`src/rtl/branch_predictor_pkg.sv`:
```
// Shared definitions for the branch predictor: branch funct3 encodings,
// 2-bit pattern-history counter constants and the saturating step function.
package branch_predictor_pkg;

  typedef enum logic [2:0] {
    F3_BEQ  = 3'b000,
    F3_BNE  = 3'b001,
    F3_BLT  = 3'b100,
    F3_BGE  = 3'b101,
    F3_BLTU = 3'b110,
    F3_BGEU = 3'b111
  } funct3_e;

  localparam int PHT_CNT_W = 2;
  typedef logic [PHT_CNT_W-1:0] pht_cnt_t;

  // Weakly not-taken start, strongly taken / strongly not-taken limits.
  localparam pht_cnt_t PHT_INIT = 2'b01;
  localparam pht_cnt_t PHT_MAX  = 2'b11;
  localparam pht_cnt_t PHT_MIN  = 2'b00;

  function automatic pht_cnt_t pht_step(input pht_cnt_t cnt, input logic taken);
    pht_cnt_t nxt;
    nxt = cnt;
    if (taken && cnt != PHT_MAX)
      nxt = cnt + pht_cnt_t'(1);
    else if (!taken && cnt != PHT_MIN)
      nxt = cnt - pht_cnt_t'(1);
    return nxt;
  endfunction

endpackage

```
`src/rtl/branch_predictor_sat_counter.sv`:
```
// One pattern-history-table entry: a 2-bit saturating up/down counter.
module branch_predictor_sat_counter
  import branch_predictor_pkg::*;
(
  input  logic     clk,
  input  logic     reset_n,
  input  logic     update,
  input  logic     taken,
  output pht_cnt_t count
);

  // NOTE: predictor state is reset (not left as X) so the first fetches
  // after reset predict deterministically; state uses non-blocking updates.
  always_ff @(posedge clk or negedge reset_n) begin
    if (!reset_n)
      count <= PHT_INIT;
    else if (update)
      count <= pht_step(count, taken);
  end

endmodule

```
`src/rtl/branch_predictor.sv`:
```
// Gshare/bimodal conditional-branch predictor: combinational fetch-time
// prediction, combinational EX-stage resolution, and registered training.
module branch_predictor
  import branch_predictor_pkg::*;
#(
  parameter int XLEN        = 32,
  parameter int PHT_ENTRIES = 64,
  parameter int GHR_WIDTH   = 6,
  parameter int CNT_WIDTH   = 32,
  localparam int IDX_W      = $clog2(PHT_ENTRIES)
) (
  input  logic                 clk,
  input  logic                 reset_n,
  input  logic                 if_branch,
  input  logic [XLEN-1:0]      if_pc,
  input  logic [XLEN-1:0]      if_imm,
  output logic                 branch_estimation,
  output logic [XLEN-1:0]      branch_target_predicted,
  input  logic                 branch,
  input  logic                 ex_stall,
  input  logic [2:0]           funct3,
  input  logic                 alu_zero,
  input  logic [XLEN-1:0]      ex_pc,
  input  logic [XLEN-1:0]      ex_imm,
  input  logic                 ex_estimation,
  input  logic [IDX_W-1:0]     ex_index,
  output logic [IDX_W-1:0]     if_index,
  output logic                 branch_taken,
  output logic [XLEN-1:0]      branch_target_actual,
  output logic                 branch_prediction_miss,
  output logic [CNT_WIDTH-1:0] branch_count,
  output logic [CNT_WIDTH-1:0] miss_count
);

  logic       res_valid;
  logic       taken;
  logic       update_en;
  logic [IDX_W-1:0] ghr_ext;
  pht_cnt_t   pht [PHT_ENTRIES];

  // Resolution decode; funct3 010/011 are not branches and never resolve.
  // NOTE: every always_comb output gets a default first so no path infers a latch.
  always_comb begin
    res_valid = 1'b0;
    taken     = 1'b0;
    if (branch) begin
      case (funct3)
        F3_BEQ, F3_BGE, F3_BGEU: begin
          res_valid = 1'b1;
          taken     = alu_zero;
        end
        F3_BNE, F3_BLT, F3_BLTU: begin
          res_valid = 1'b1;
          taken     = ~alu_zero;
        end
        default: ;
      endcase
    end
  end

  assign branch_taken           = taken;
  assign branch_target_actual   = !res_valid ? '0 :
                                  taken      ? ex_pc + ex_imm : ex_pc + XLEN'(4);
  assign branch_prediction_miss = res_valid & (ex_estimation != taken);
  assign update_en              = res_valid & ~ex_stall;

  // History is committed only at resolution, so it is never speculative.
  if (GHR_WIDTH == 0) begin : g_bimodal
    assign ghr_ext = '0;
  end else begin : g_gshare
    logic [GHR_WIDTH-1:0] ghr;
    always_ff @(posedge clk or negedge reset_n) begin
      if (!reset_n)
        ghr <= '0;
      else if (update_en)
        ghr <= GHR_WIDTH'({ghr, taken});
    end
    assign ghr_ext = IDX_W'(ghr);
  end

  for (genvar i = 0; i < PHT_ENTRIES; i++) begin : g_pht
    branch_predictor_sat_counter u_cnt (
      .clk     (clk),
      .reset_n (reset_n),
      .update  (update_en && (ex_index == IDX_W'(i))),
      .taken   (taken),
      .count   (pht[i])
    );
  end

  // Fetch reads the registered entry, so a same-cycle update is not bypassed.
  assign if_index                = if_pc[IDX_W+1:2] ^ ghr_ext;
  assign branch_estimation       = if_branch & pht[if_index][PHT_CNT_W-1];
  assign branch_target_predicted = branch_estimation ? if_pc + if_imm : if_pc + XLEN'(4);

  always_ff @(posedge clk or negedge reset_n) begin
    if (!reset_n) begin
      branch_count <= '0;
      miss_count   <= '0;
    end else if (update_en) begin
      if (branch_count != '1)
        branch_count <= branch_count + CNT_WIDTH'(1);
      if (branch_prediction_miss && miss_count != '1)
        miss_count <= miss_count + CNT_WIDTH'(1);
    end
  end

endmodule

```
`config.mk`:
```
export PLATFORM = sky130hd
export DESIGN_NAME = branch_predictor
export DESIGN_NICKNAME = d
export VERILOG_FILES = /design/src/rtl/branch_predictor_pkg.sv /design/src/rtl/branch_predictor_sat_counter.sv /design/src/rtl/branch_predictor.sv
export SDC_FILE = /design/constraint.sdc
export NUM_CORES = 1
export LEC_CHECK = 0
export CORE_ASPECT_RATIO = 1.2
export CORE_UTILIZATION = 48
export DETAILED_ROUTE_END_ITERATION = 16
export PLACE_DENSITY = 0.74
export SYNTH_ARGS = -nofsm -noshare
export SYNTH_HDL_FRONTEND = slang
export SYNTH_SLANG_ARGS = --single-unit
```
`constraint.sdc`:
```
create_clock -name clk -period 3.6 [get_ports clk]
set_clock_uncertainty 0.15 [all_clocks]
set_input_delay 0.36 -clock clk [delete_from_list [all_inputs] [get_ports clk]]
set_output_delay 0.36 -clock clk [all_outputs]
set_load 0.02 [all_outputs]
```
# ---- After elaboration in Yosys (flattened, before gate mapping)
# Cells that the tools add are included.
dict set report word_totals {
  register_bits 198
  inputBits 144
  output_inout_bits 137
  word_cells 875
}
dict set report classes {
  add_sub_neg 134
  n_lt_le_gt_ge 1
  n_eq_ne 135
  mux 138
  bitwise_logic 7
  reduce_logical 393
}
# operator n
set op_table {}
lappend op_table {{$mux W2} 130}
lappend op_table {{$reduce_bool A2 Y1} 128}
lappend op_table {{$logic_and A1 B1 Y1} 193}
lappend op_table {{$eq A6 B6 Y1 const B} 32}
lappend op_table {{$reduce_and A2 Y1} 66}
lappend op_table {{$add A2 B1 Y2 const B} 64}
lappend op_table {{$ne A2 B2 Y1 const B} 64}
lappend op_table {{$sub A2 B1 Y2 const B} 64}
lappend op_table {{$eq A6 B5 Y1 const B} 16}
lappend op_table {{$mux W32} 3}
lappend op_table {{$add A32 B1 Y32 const B} 2}
lappend op_table {{$add A32 B3 Y32 const B} 2}
lappend op_table {{$add A32 B32 Y32} 2}
lappend op_table {{$ne A32 B32 Y1 const B} 2}
lappend op_table {{$eq A6 B4 Y1 const B} 8}
lappend op_table {{$eq A6 B3 Y1 const B} 4}
lappend op_table {{$bmux W2 S6} 1}
lappend op_table {{$eq A3 B3 Y1 const B} 4}
lappend op_table {{$eq A6 B2 Y1 const B} 2}
lappend op_table {{$ge A7 B7 Y1 const B} 1}
lappend op_table {{$not A6 Y7} 1}
lappend op_table {{$eq A6 B1 Y1 const B} 1}
lappend op_table {{$logic_not A6 Y1} 1}
lappend op_table {{$reduce_or A3 Y1} 2}
lappend op_table {{10 further kinds} 15}

# ---- Depth between registers and ports, before layout
dict set report logic_depth {
  word_depth 8
  mapped_depth 12
}

# ---- Hierarchy
# Synthesis repeated with hierarchy kept, for this count alone.
dict set report hier_totals {
  cells_unflattened 1723
  area_unflattened_um2 15353.5
}
# mod n_inst cells_each area_per_inst_um2
set modules_own_cells {}
lappend modules_own_cells {branch_predictor 1 1211 9187.6}
lappend modules_own_cells {branch_predictor_sat_counter 64 8 96.3}

# ---- Least setup slack after synthesis
# Ideal clock, no wire load.
dict set report synth_path {
  path_type {input to output}
  start {input port ex_pc[0]}
  end {output port branch_target_actual[18]}
  t_arrival_ps 3598
  t_required_ps 3090
  path_slack_ps -508
  stages 11
  path_cell_list {ha_1 fa_1 a211oi_1 nor2_1 o311ai_0 a21oi_1 a21o_1 a31o_2 a21oi_1 nor2_1 a2111oi_0}
}
dict set report synth_via {
  elab_chain_cells 3
  elab_cells_between_ends 4
  cone_classes {add/sub (2); mux (2)}
}
# element line
set synth_rtl {}
lappend synth_rtl {{from (decl)} branch_predictor.sv:23} ;# input logic [XLEN-1:0] ex_pc,
lappend synth_rtl {{$add A32 B3 Y32 / $add A32 B32 Y32 (equally long branches)} branch_predictor.sv:63} ;# taken ? ex_pc + ex_imm : ex_pc + XLEN'(4);
lappend synth_rtl {{$mux W32 *} branch_predictor.sv:63}
lappend synth_rtl {{$mux W32 *} branch_predictor.sv:62} ;# assign branch_target_actual = !res_valid ? '0 :
lappend synth_rtl {{to (decl)} branch_predictor.sv:29} ;# output logic [XLEN-1:0] branch_target_actual,
# Every way passes the cells marked *; elsewhere a longest branch is shown, timed or not.

# ---- Final worst setup path
dict set report layout_path {
  start {register g_gshare.ghr[1]}
  end {output port branch_target_predicted[11]}
}
dict set report layout_via {
  elab_chain_cells 7
}
# element line
set layout_rtl {}
lappend layout_rtl {{from (decl)} branch_predictor.sv:71} ;# logic [GHR_WIDTH-1:0] ghr;
lappend layout_rtl {{from (signal assigned)} branch_predictor.sv:76} ;# ghr <= GHR_WIDTH'({ghr, taken});
lappend layout_rtl {{$xor A6 B6 Y6} branch_predictor.sv:92} ;# assign if_index = if_pc[IDX_W+1:2] ^ ghr_ext;
lappend layout_rtl {{$not A6 Y7 (implied by the code)} branch_predictor.sv:93} ;# assign branch_estimation = if_branch & pht[if_index][PHT_CNT_W-1];
lappend layout_rtl {{$bmux W2 S6} branch_predictor.sv:93}
lappend layout_rtl {{$mux W2 (implied by the code) (2 in series)} branch_predictor.sv:93}
lappend layout_rtl {{$and A1 B1 Y1} branch_predictor.sv:93}
lappend layout_rtl {{$mux W32} branch_predictor.sv:94} ;# assign branch_target_predicted = branch_estimation ? if_pc + if_imm : if_pc + XLEN'(4);
lappend layout_rtl {{to (decl)} branch_predictor.sv:18} ;# output logic [XLEN-1:0] branch_target_predicted,
# Every way passes these cells. The select of a mux whose other input is x is not followed.

==> results.toml <==
[setup_path]
crit_path_end_kind = "output pin"
critPathLaunchType = "register"
rrSetupSlack_ns = 0.63
crit_fanout = 6
crit_type = "register to output pin"
r2r_end = "branch_count[28]"
rr_worst_depth = 9
cp.required_ns = 3.09
r2r-start = "branch_count[8]"
cp_data_arrival_time_ns = 3.43

[detailed_routing]
drc = 0
first_pass_iters = 5
ant_nets = 0
vias = 16004
via_per_inst = 5.85
detail_route.wirelength_mm = 49.8
drt-initial-drc-count = 1139
routedWlPerCell_um = 18.2

[floorplanning]
die_h_um = 196
ios = 281
initial_core_util_pct = 49.2
die_w_um = 164
num_rows = 70
die_area_mm2 = 0.0321
core_mm2 = 0.0307

[cells_and_area]
layout_common_cells = "280 x buf_4, 228 x nand2_1, 190 x clkdlybuf4s50_1"
finalNonFillerCells = 2736
fill_cells = 2332
antenna_cells = 0
drive_gt1_share_pct = 28.1
areaGrowthSynthToFinish_pct = 46.6
layout_commonest_cell = "buf_4"
final_nets = 2539

[placed_design]
dpl.hpwl_mm = 35.0
placed_cells = 2653
port_buffers = 280
place_congestion = 0.936

[pwr]
p_leak_nw = 9.53
cellPowerDensity_mw_per_mm2 = 361
pwr-share-seq_pct = 30.8
switching_share_pct = 35.7
clkPwrFrac_pct = 24.6
pwr-share-comb_pct = 44.7
switchingPower_mw = 2.85
p_int_mw = 5.14
total_power_mw = 7.98
vdd_drop_max_uv = 295

[synthesis]
seq_area_frac_synth_pct = 33.4
synth_edf_count = 0
syn_area_per_cell_um2 = 8.43
syn-cell-area_mm2 = 0.0151
yosysWarnings = 0
syn-num-nets = 2000
ys_async_sr_fraction_pct = 100
synth_cells = 1788
ys_seq_elements = 198
synth.distinct_cells = 73
synthFlopType = "dfrtp_1"

[grt]
grt_max_degree = 171
grt_antenna_before_repair = 0
grt_pass1_wl_mm = 77.6
overflow = 0
grt_pass1_vias = 16024
grt_usage_pct = 30.1

[cts]
cts_htree_levels = 4
cts_tree = "done"
clock_latency_ns = 0.44
cts_root_buf = "clkbuf_16"
cts_buffer_depth = 2
clk_pin_slew_ns = 0.08
clkSinkCount = 198
cts_made_buffers = 17

[sta]
finalSetupViolCount = 32
rsz0062_at_grt = "yes"
hold_violations = 0
period_needed_ns = 3.94
finalSetupTns_ns = -6.82
max-slew-margin-rel_pct = 45.5
whs_ns = 0.285
tightest_slew_ns = 0.810
fin_crit_sh_pct = 109
setup_ws_ns = -0.339
slew_viol_final = 0
max_freq_ghz = 0.254

[worst_hold_path]
hold_class = "primary input to asynchronous set/reset pin"

[flow_run]
cap_violations = 0

[run_status]
failed_checks = "setup timing"
status = "finished, violations left"
==> per-layer routing <==
| layer | part of all wire [%] | GRT usage, % | vias to the layer above |
|---|---|---|---|
| li1 | - | - | 7516 |
| met1 | 39 | 36.0 | 7716 |
| met2 | 51 | 53.2 | 641 |
| met5 | 0 | 0 | - |
| met4 | 4.1 | 14.4 | 0 |
| met3 | 5.5 | 3.53 | 131 |
==> final cells by class <==
class | instances | area [um2] | share of cell area, %
Clock buffer | 19 | 443 | 2.00
Clock inverter | 13 | 159 | 0.719
Inverter | 25 | 96.3 | 0.436
Multi-Input combinational cell | 1501 | 10500 | 47.6
Sequential cell | 198 | 5040 | 22.8
Tap cell | 396 | 495 | 2.24
Timing Repair Buffer | 584 | 5360 | 24.3
==> how the worst max path moves through the flow <==
stage / from / end / slack (ns) / cells past startpoint
3_3_place_gp: ex_pc[0] / branch_target_actual[26] / -1.11 / 14
6_report: g_gshare.ghr[1] / branch_target_predicted[11] / -0.34 / 14
2_1_floorplan: ex_pc[0] / branch_target_actual[18] / -0.02 / 11
3_5_place_dp: ex_pc[0] / branch_target_actual[26] / -1.11 / 14
5_1_grt: g_gshare.ghr[1] / branch_target_predicted[11] / -0.43 / 14
4_1_cts: g_gshare.ghr[1] / branch_target_predicted[29] / -0.36 / 13
==> registers in the layout (all words and copies together) (netlist names) <==
| name | flops |
|---|---|
| g_pht.u_cnt.count | 128 |
| branch_count | 32 |
| miss_count | 32 |
| g_gshare.ghr | 6 |
==> through the flow <==
| step | area [um2] | util (%) | setup slack, ns |
|---|---|---|---|
| floorplan | 15100 | - | -0.0199 |
| global placement | 20100 | 65.7 | -1.11 |
| detailed placement | 20100 | 65.7 | -1.11 |
| CTS | 21600 | 70.5 | -0.363 |
| global route | 22100 | 72.1 | -0.428 |
| finish | 22100 | 72.1 | -0.339 |
==> repair_timing <==
action | in CTS | in global routing
hold endpoints to repair | 47 | 0
pin swaps | 51 | 56
resized for setup | 420 | 145
buffers inserted | 40 | 12
setup endpoints to repair | 58 | 57
cloned | 4 | 0
hold buffers | 1 | 0
==> Yosys cell counts, drive strengths merged (6+ instances only) <==
cell type	count	area, um2
o211ai	33	248
nand2b	16	100
nor3	19	95.1
ha	66	826
inv	25	93.8
nor2	196	736
dfstp	64	1680
a31oi	7	50.1
o21ai	124	621
nand4	16	100
a21o	32	240
clkbuf	49	185
o31ai	7	57.6
nand2	242	916
a211o	7	61.3
nor4	6	43.8
dfrtp	134	3350
and2	18	113
or3	6	37.5
mux2	10	113
mux4	16	383
o21a	8	60.1
a211oi	27	203
xnor2	108	953
buf	15	115
a2111oi	7	73.8
o21bai	8	60.1
and3	45	282
a21oi	195	1010
xor2	72	653
nor2b	9	56.3
and4	13	114
mux2i	40	400
nand3	86	430
o221a	23	259
==> power by group through the flow <==
stage                     combinational (mW)  clock, mW  sequential, mW
after floorplan                         1.39          0            2.53
after global placement                  2.88          0            2.48
after detailed placement                2.92          0            2.48
after CTS                               3.34       2.00            2.45
after global routing                    3.77       2.08            2.47
final                                   3.57       1.96            2.46
==> worst max-delay path: stages, from the launching register on <==
cell and delay [ns]:
dfrtp_2 0.44, xor2_4 0.21, buf_12 0.17, mux4_2 0.51, mux2_4 0.30, a32o_2 0.24, nor4_4 0.14, a21oi_2 0.08
nand2_4 0.14, buf_12 0.14, buf_12 0.12, buf_16 0.11, nor2_4 0.03, a21oi_2 0.17, buf_4 0.17
==> logic make-up (layout without fill, tap and decap cells) <==
family / after synthesis / count (layout) / synth area share, %
adder cells (fa/ha/maj): 68 / 68 / 5.74
flip-flops: 198 / 198 / 33.4
XOR/XNOR: 180 / 180 / 10.7
AO/OA/AOI/OAI: 505 / 505 / 21.1
buffers and inverters: 89 / 641 / 2.61
multiplexers: 66 / 66 / 5.94
AND/OR/NAND/NOR: 682 / 682 / 20.5
(Power assumes the default switching activity.)
